[src/rtl/temp_mon_pkg.sv]
// Shared types and frame constants for the temperature monitor: FSM states,
// ADC frame layout and averaging depth.
package temp_mon_pkg;

    typedef enum logic [1:0] {
        IDLE = 2'd0,
        CONV = 2'd1,
        WAIT = 2'd2,
        DONE = 2'd3
    } state_t;

    localparam int unsigned SCLK_PERIODS    = 15;
    localparam int unsigned NULL_IDX        = 2;
    localparam int unsigned DATA_FIRST_IDX  = 3;
    localparam int unsigned DATA_LAST_IDX   = 14;
    localparam int unsigned FRAME_CYCLES    = 2 * SCLK_PERIODS;
    localparam int unsigned SAMPLES_PER_AVG = 4;

    localparam int unsigned SAMPLE_W = DATA_LAST_IDX - DATA_FIRST_IDX + 1;
    localparam int unsigned ACC_W    = 14;
    localparam int unsigned CODE_W   = 8;
    localparam int unsigned IVL_W    = 16;
    localparam int unsigned PH_W     = 5;
    localparam int unsigned CNT_W    = $clog2(SAMPLES_PER_AVG);

    // Code = upper 8 bits of the 12-bit average (sum / 4).
    function automatic logic [CODE_W-1:0] avg_code(input logic [ACC_W-1:0] sum);
        return sum[ACC_W-1 -: CODE_W];
    endfunction

endpackage

[src/rtl/spi_adc_rx.sv]
// SPI ADC frame engine: drives CS_N/SCLK for one 15-period frame and shifts in
// the null bit plus the 12-bit sample, MSB first.
module spi_adc_rx
    import temp_mon_pkg::*;
(
    input  logic                clk,
    input  logic                rst_n,
    input  logic                start,
    input  logic                abort,
    input  logic                adc_miso,
    output logic                adc_cs_n,
    output logic                adc_sclk,
    output logic [SAMPLE_W-1:0] sample,
    output logic                done,
    output logic                null_err
);

    // The first NULL_IDX bits simply fall off the top of this register.
    localparam int unsigned SR_W = SCLK_PERIODS - NULL_IDX;

    logic [PH_W-1:0] phase;
    logic [SR_W-1:0] shreg;
    logic            active;

    // phase n covers cycle n of the frame; SCLK is high on odd phases 1..29
    always_ff @(posedge clk or negedge rst_n) begin
        if (!rst_n) begin
            phase    <= '0;
            shreg    <= '0;
            active   <= 1'b0;
            adc_cs_n <= 1'b1;
            adc_sclk <= 1'b0;
            done     <= 1'b0;
        end else begin
            done <= 1'b0;
            if (abort) begin
                phase    <= '0;
                active   <= 1'b0;
                adc_cs_n <= 1'b1;
                adc_sclk <= 1'b0;
            end else if (start) begin
                phase    <= '0;
                shreg    <= '0;
                active   <= 1'b1;
                adc_cs_n <= 1'b0;
                adc_sclk <= 1'b0;
            end else if (active) begin
                if (adc_sclk) begin
                    shreg <= {shreg[SR_W-2:0], adc_miso};
                end
                if (phase == PH_W'(FRAME_CYCLES)) begin
                    phase    <= '0;
                    active   <= 1'b0;
                    adc_cs_n <= 1'b1;
                    adc_sclk <= 1'b0;
                    done     <= 1'b1;
                end else begin
                    phase    <= phase + PH_W'(1);
                    adc_sclk <= ~phase[0];
                end
            end
        end
    end

    assign sample   = shreg[SAMPLE_W-1:0];
    assign null_err = shreg[SR_W-1];

endmodule

[src/rtl/temp_sample_ctrl.sv]
// Temperature sampling controller: paces SPI ADC conversions, averages four
// accepted samples into an 8-bit code and raises hysteretic limit alarms.
module temp_sample_ctrl
    import temp_mon_pkg::*;
#(
    parameter int unsigned SAMPLE_DIV = 100,
    parameter logic [7:0]  TH_HI      = 8'hC0,
    parameter logic [7:0]  TH_LO      = 8'h20,
    parameter int unsigned HYST       = 4
) (
    input  logic              clk,
    input  logic              rst_n,
    input  logic              ena,
    input  logic              cont,
    input  logic              trig,
    input  logic              adc_miso,
    output logic              adc_cs_n,
    output logic              adc_sclk,
    output logic [CODE_W-1:0] temp_code,
    output logic              temp_valid,
    output logic              alarm_hi,
    output logic              alarm_lo,
    output logic              busy,
    output logic              frame_err
);

    localparam int HI_CLR = int'(TH_HI) - int'(HYST);
    localparam int LO_CLR = int'(TH_LO) + int'(HYST);
    localparam logic [IVL_W-1:0] IVL_LAST = IVL_W'(SAMPLE_DIV - 1);
    localparam logic [CNT_W-1:0] CNT_LAST = CNT_W'(SAMPLES_PER_AVG - 1);

    state_t              state;
    state_t              state_nx;
    logic [IVL_W-1:0]    ivl_cnt;
    logic [ACC_W-1:0]    acc;
    logic [CNT_W-1:0]    acc_cnt;
    logic [SAMPLE_W-1:0] rx_sample;
    logic                rx_done;
    logic                rx_null_err;
    logic                start_c;
    logic                abort_c;
    logic                accept_c;
    logic                reject_c;
    logic [ACC_W-1:0]    sum_c;
    logic [CODE_W-1:0]   code_c;

    assign abort_c = ~ena;

    spi_adc_rx u_rx (
        .clk      (clk),
        .rst_n    (rst_n),
        .start    (start_c),
        .abort    (abort_c),
        .adc_miso (adc_miso),
        .adc_cs_n (adc_cs_n),
        .adc_sclk (adc_sclk),
        .sample   (rx_sample),
        .done     (rx_done),
        .null_err (rx_null_err)
    );

    always_ff @(posedge clk or negedge rst_n) begin
        if (!rst_n) begin
            state <= IDLE;
        end else begin
            state <= state_nx;
        end
    end

    // Next state; a dropped enable overrides everything and lands in IDLE.
    always_comb begin
        state_nx = state;
        accept_c = 1'b0;
        reject_c = 1'b0;
        start_c  = 1'b0;
        case (state)
            IDLE: if (ena && (cont || trig)) state_nx = CONV;
            CONV: begin
                if (rx_done) begin
                    accept_c = ~rx_null_err;
                    reject_c = rx_null_err;
                    state_nx = (!rx_null_err && acc_cnt == CNT_LAST) ? DONE : WAIT;
                end
            end
            WAIT: if (ivl_cnt >= IVL_LAST) state_nx = CONV;
            DONE: state_nx = cont ? WAIT : IDLE;
            default: state_nx = IDLE;
        endcase
        if (!ena) begin
            state_nx = IDLE;
            accept_c = 1'b0;
            reject_c = 1'b0;
        end
        start_c = (state_nx == CONV) && (state != CONV);
    end

    assign sum_c  = acc + ACC_W'(rx_sample);
    assign code_c = avg_code(sum_c);

    // Interval pacing, accumulation, result/alarm update and error flag.
    always_ff @(posedge clk or negedge rst_n) begin
        if (!rst_n) begin
            ivl_cnt    <= '0;
            acc        <= '0;
            acc_cnt    <= '0;
            temp_code  <= '0;
            temp_valid <= 1'b0;
            alarm_hi   <= 1'b0;
            alarm_lo   <= 1'b0;
            busy       <= 1'b0;
            frame_err  <= 1'b0;
        end else begin
            temp_valid <= 1'b0;
            busy       <= (state_nx != IDLE);
            if (!ena) begin
                ivl_cnt <= '0;
                acc     <= '0;
                acc_cnt <= '0;
            end else begin
                if (start_c) begin
                    ivl_cnt <= '0;
                end else if (state == IDLE) begin
                    ivl_cnt <= '0;
                end else begin
                    ivl_cnt <= ivl_cnt + IVL_W'(1);
                end
                if (accept_c) begin
                    if (state_nx == DONE) begin
                        acc        <= '0;
                        acc_cnt    <= '0;
                        temp_code  <= code_c;
                        temp_valid <= 1'b1;
                        if (code_c >= TH_HI) begin
                            alarm_hi <= 1'b1;
                        end else if (int'(code_c) < HI_CLR) begin
                            alarm_hi <= 1'b0;
                        end
                        if (code_c <= TH_LO) begin
                            alarm_lo <= 1'b1;
                        end else if (int'(code_c) > LO_CLR) begin
                            alarm_lo <= 1'b0;
                        end
                    end else begin
                        acc     <= sum_c;
                        acc_cnt <= acc_cnt + CNT_W'(1);
                    end
                end
            end
            if (state == IDLE && trig) begin
                frame_err <= 1'b0;
            end else if (reject_c) begin
                frame_err <= 1'b1;
            end
        end
    end

endmodule

[config.mk]
export PLATFORM = sky130hd
export DESIGN_NAME = temp_sample_ctrl
export DESIGN_NICKNAME = d
export VERILOG_FILES = /design/src/rtl/temp_mon_pkg.sv /design/src/rtl/spi_adc_rx.sv /design/src/rtl/temp_sample_ctrl.sv
export SDC_FILE = /design/constraint.sdc
export NUM_CORES = 1
export LEC_CHECK = 0
export CORE_AREA = 2 2 113 115
export CTS_CLUSTER_SIZE = 20
export DETAILED_ROUTE_END_ITERATION = 16
export DIE_AREA = 0 0 115 117
export GPL_ROUTABILITY_DRIVEN = 0
export SLEW_MARGIN = 40
export SYNTH_ARGS = -nofsm -noshare
export SYNTH_HDL_FRONTEND = slang
export SYNTH_SLANG_ARGS = --single-unit
[constraint.sdc]
create_clock -name clk -period 3.1 [get_ports clk]
set_input_delay 0.775 -clock clk [delete_from_list [all_inputs] [get_ports clk]]
set_output_delay 0.775 -clock clk [all_outputs]
set_load 0.005 [all_outputs]
==> metrics.md <==
| Metric | Value |
|---|---|
| I/O Buffers | `20` |
| Arrival @ worst endpoint | `between 2 and 3 ns` |
| # nets final | `410` |
| Critical path, cell by cell | `ha_1 -> inv_1 -> fa_1 -> nor2b_4 -> o2111ai_2 -> nand3_1 -> a31oi_2 -> xnor2_1 -> or3_1 -> a221oi_2` |
| Hold buffer count at cts | `0` |
| EDFF count, synth | `0` |
| DR vias/cell | `~5` |
| Number of core rows | `about 40` |
| Starting Density | `29.18%` |
| Multiplexer share of the synthesized area | `0.5573%` |
| Die W | `115 µm` |
| Mapped Nets | `between 300 and 400` |
| Total GRT Usage | `12.26%` |
| Slew Viols, Final | `0` |
| Largest family of logic cells by synthesized area | `compound AO/OA/AOI/OAI gates` |
| Critical path origin | `u_rx.shreg[0]` |
| Worst Setup Path Type | `reg -> reg` |
| Clock tree from TritonCTS | `done` |
| F_max | `between 300 and 400 MHz` |
| Setup tns final | `0 ns` |
| Min Tclk post-route | `about 2.6 ns` |
| Max Cap Viol | `0` |
| Setup bufs post-CTS | `0` |
| Fraction of the mapped netlist area in adder cells | `under 10%` |
| Worst min path class | `reg -> reg` |
| Post-Syn Area | `around 0.0036 mm²` |
| Critical Path RT | `3.34 ns` |
| Worst Tran Pin Value | `approximately 0.82 ns` |
| Crit share post-route | `a little over four fifths` |
| Synth Area in Compound Gates | `around a fifth` |
| Max_slew headroom | `between 40% and 50%` |
| RSZ-0062 raised after global routing | `no` |
| Hold Path Depth | `2` |
| Starting DRC count in detailed routing | `194` |
| Leakage | `1.931 nW` |
| Most common cell after layout, fill and taps aside | `dfrtp_1` |
| Later-pin clock latency in the skew report | `about 0.33 ns` |
| Layout Skew | `approximately 0.0066 ns` |
| CORE AREA | `roughly 0.012 mm²` |
| Layout cells sized above 1 | `9.949%` |
| Worst R2R End | `alarm_lo` |
| Clk pin slew, worst setup/hold paths | `approximately 0.05 ns` |
| Total Wirelength | `approximately 7700 µm` |
| Final cell count without fillers | `approximately 540` |
| Die H | `roughly 120 µm` |
| DRT Pass-1 Iters | `4` |
| Share of synthesized cell area in and, or, nand and nor gates | `17.49%` |
| Ys flop type | `dfrtp_1` |
| Synth warnings | `0` |
| XOR/XNOR Fraction of Synth Area | `approximately 6.6%` |
| CTS HTree Levels | `3` |
| WL/cell | `around 14 µm` |
| Worst setup EP type | `register` |
| I/O pins | `21` |
| FF+latch count, synth | `68` |
| Syn_area_per_cell | `around 10 µm²` |
| Die ar. | `between 0.01 and 0.015 mm²` |
| Remaining antenna violation count after routing | `0` |
| Post-synthesis sequential area ratio | `47.41%` |
| Dpl hpwl | `about 5400 µm` |
| Most frequent cells in the layout | `67 x dfrtp_1, 52 x nand2_1, 37 x nor2_1` |
| Status | `completed` |
| DRC viols | `0` |
| Buf/Inv on CP | `1` |
| R2r startpoint | `u_rx.shreg[0]` |
| Vias after detailed routing | `2682` |
| Number of buffers inserted during clock tree synthesis | `9` |
| Worst path max stage delay | `about 0.43 ns` |
| Post-Synthesis Cells | `360` |
| Grt ovf | `0` |
| Power per cell area | `476.2 mW/mm²` |
| CP max stage cell | `fa_1` |
| Largest net degree at the start of global routing | `41` |
| R2R depth | `10` |
| VDD IR-drop max | `326.2 µV` |
| First-pass GRT wire length | `approximately 13000 µm` |
| Hold path start | `temp_code[4]` |
| Max FO, Critical Path | `3` |
| Top delay family on crit path | `simple AND/OR/NAND/NOR gates` |
| Diodes inserted | `0` |
| CTS Sinks | `68` |
| Post-synth ARST share | `100.0%` |
| Crit start category | `register` |
| Area growth syn-to-layout | `19.05%` |
| Synth cell types | `just over 60` |
| CTS Buffer Depth | `2` |
| R2R Setup Slk | `0.50 ns` |
| CTS resizes | `0` |
| Initial antenna violation count | `0` |
| Setup-failing EPs final | `0` |
| Hold EP | `temp_code[4]` |
| Final hold violation count | `0` |
| Vias in the first global route | `roughly 2700` |
| Clock tree root driver cell | `clkbuf_16` |
| Cell count after placement | `between 500 and 600` |
==> worst reg2reg max path: cells and delay by family, from the launching register on <==
family / cells / cell delay (ns)
fa+ha+maj: 2 / 0.62
simple gates: 3 / 0.74
xor+xnor: 1 / 0.21
compound gates: 3 / 0.51
buf+inv: 1 / 0.06
flops: 1 / 0.37
==> per-layer routing <==
| layer | vias up | GRT usage [%] | wire [µm] |
|---|---|---|---|
| met1 | 1317 | 15.64 | 3674 |
| met3 | 7 | 3.090 | 233 |
| met5 | - | 0 | 0 |
| li1 | 1325 | - | - |
| met2 | 33 | 20.31 | 3697 |
| met4 | 0 | 4.337 | 114 |
==> where the power goes <==
part           leakage (nW)  internal, mW  switching, mW
combinational         0.855        0.0434         0.0619
clock                 0.141         0.644          0.366
sequential            0.936         0.904         0.0163
==> layout make-up <==
class | instances | area (µm²)
fill | 1232 | 8035
multi-input combinational | 266 | 1777
sequential | 68 | 1703
timing repair buffer | 28 | 267.8
clock buffer | 14 | 254.0
tap | 150 | 187.7
inverter | 14 | 52.55
clock inverter | 2 | 35.03
==> sequential cells by signal, indices dropped and copies added (netlist names), 2 cells and up <==
name,cells
acc_cnt,2
temp_code,8
u_rx.phase,4
ivl_cnt,16
acc,14
state,2
u_rx.shreg,13
==> metrics by stage <==
| stage | util (%) | cell area (µm²) | hold WS (ns) | setup slack (ns) | power (mW) |
|---|---|---|---|---|---|
| 3_5_place_dp | 32.39 | 3988 | 0.4693 | 0.1907 | 1.044 |
| 2_1_floorplan | - | 3592 | 0.4479 | 0.7755 | 0.9841 |
| 6_report | 34.74 | 4277 | 0.4752 | 0.5019 | 2.036 |
| 5_1_grt | 34.74 | 4277 | 0.5072 | 0.3336 | 2.113 |
| 4_1_cts | 34.74 | 4277 | 0.4833 | 0.5052 | 2.060 |
| 3_3_place_gp | 32.39 | 3988 | 0.4664 | 0.2861 | 1.043 |
==> kinds of logic after synthesis <==
logic type | after synthesis
xor+xnor | 27
buf+inv | 26
mux | 2
simple gates | 136
compound gates | 84
fa+ha+maj | 17
flops | 68
==> how the worst max path moves through the flow <==
stage                     slack (ns)  depth (start not counted)             end
after global placement          0.29                          7  u_rx.shreg[12]
after detailed placement        0.19                          7   u_rx.shreg[1]
after floorplan                 0.78                         10        alarm_lo
final                           0.50                         10        alarm_lo
after global routing            0.33                         10        alarm_lo
after CTS                       0.51                         10        alarm_lo
==> cells in the mapped netlist (2+ instances only) <==
master / n / share of area, %
a211o_1: 3 / 0.73
clkbuf_1: 7 / 0.73
buf_2: 2 / 0.28
nand2b_1: 4 / 0.70
o21a_1: 3 / 0.63
nand3_1: 11 / 1.5
nor4_1: 2 / 0.35
nor2b_1: 3 / 0.52
xor2_1: 16 / 3.9
a211oi_2: 2 / 0.70
o31ai_1: 3 / 0.63
and3_1: 6 / 1.0
or2_2: 3 / 0.52
nor2_1: 37 / 3.9
nand4_1: 5 / 0.87
xnor2_1: 11 / 2.7
a21o_1: 4 / 0.84
a21oi_2: 3 / 0.73
o21ai_0: 16 / 2.2
inv_1: 14 / 1.5
nand2_1: 52 / 5.4
nor3_1: 5 / 0.70
dfrtp_1: 67 / 47
a22o_1: 18 / 4.4
ha_1: 16 / 5.6
a21oi_1: 10 / 1.4
mux2i_1: 2 / 0.56
a31oi_1: 2 / 0.35
Note: power is estimated with default switching activity, not from simulation.
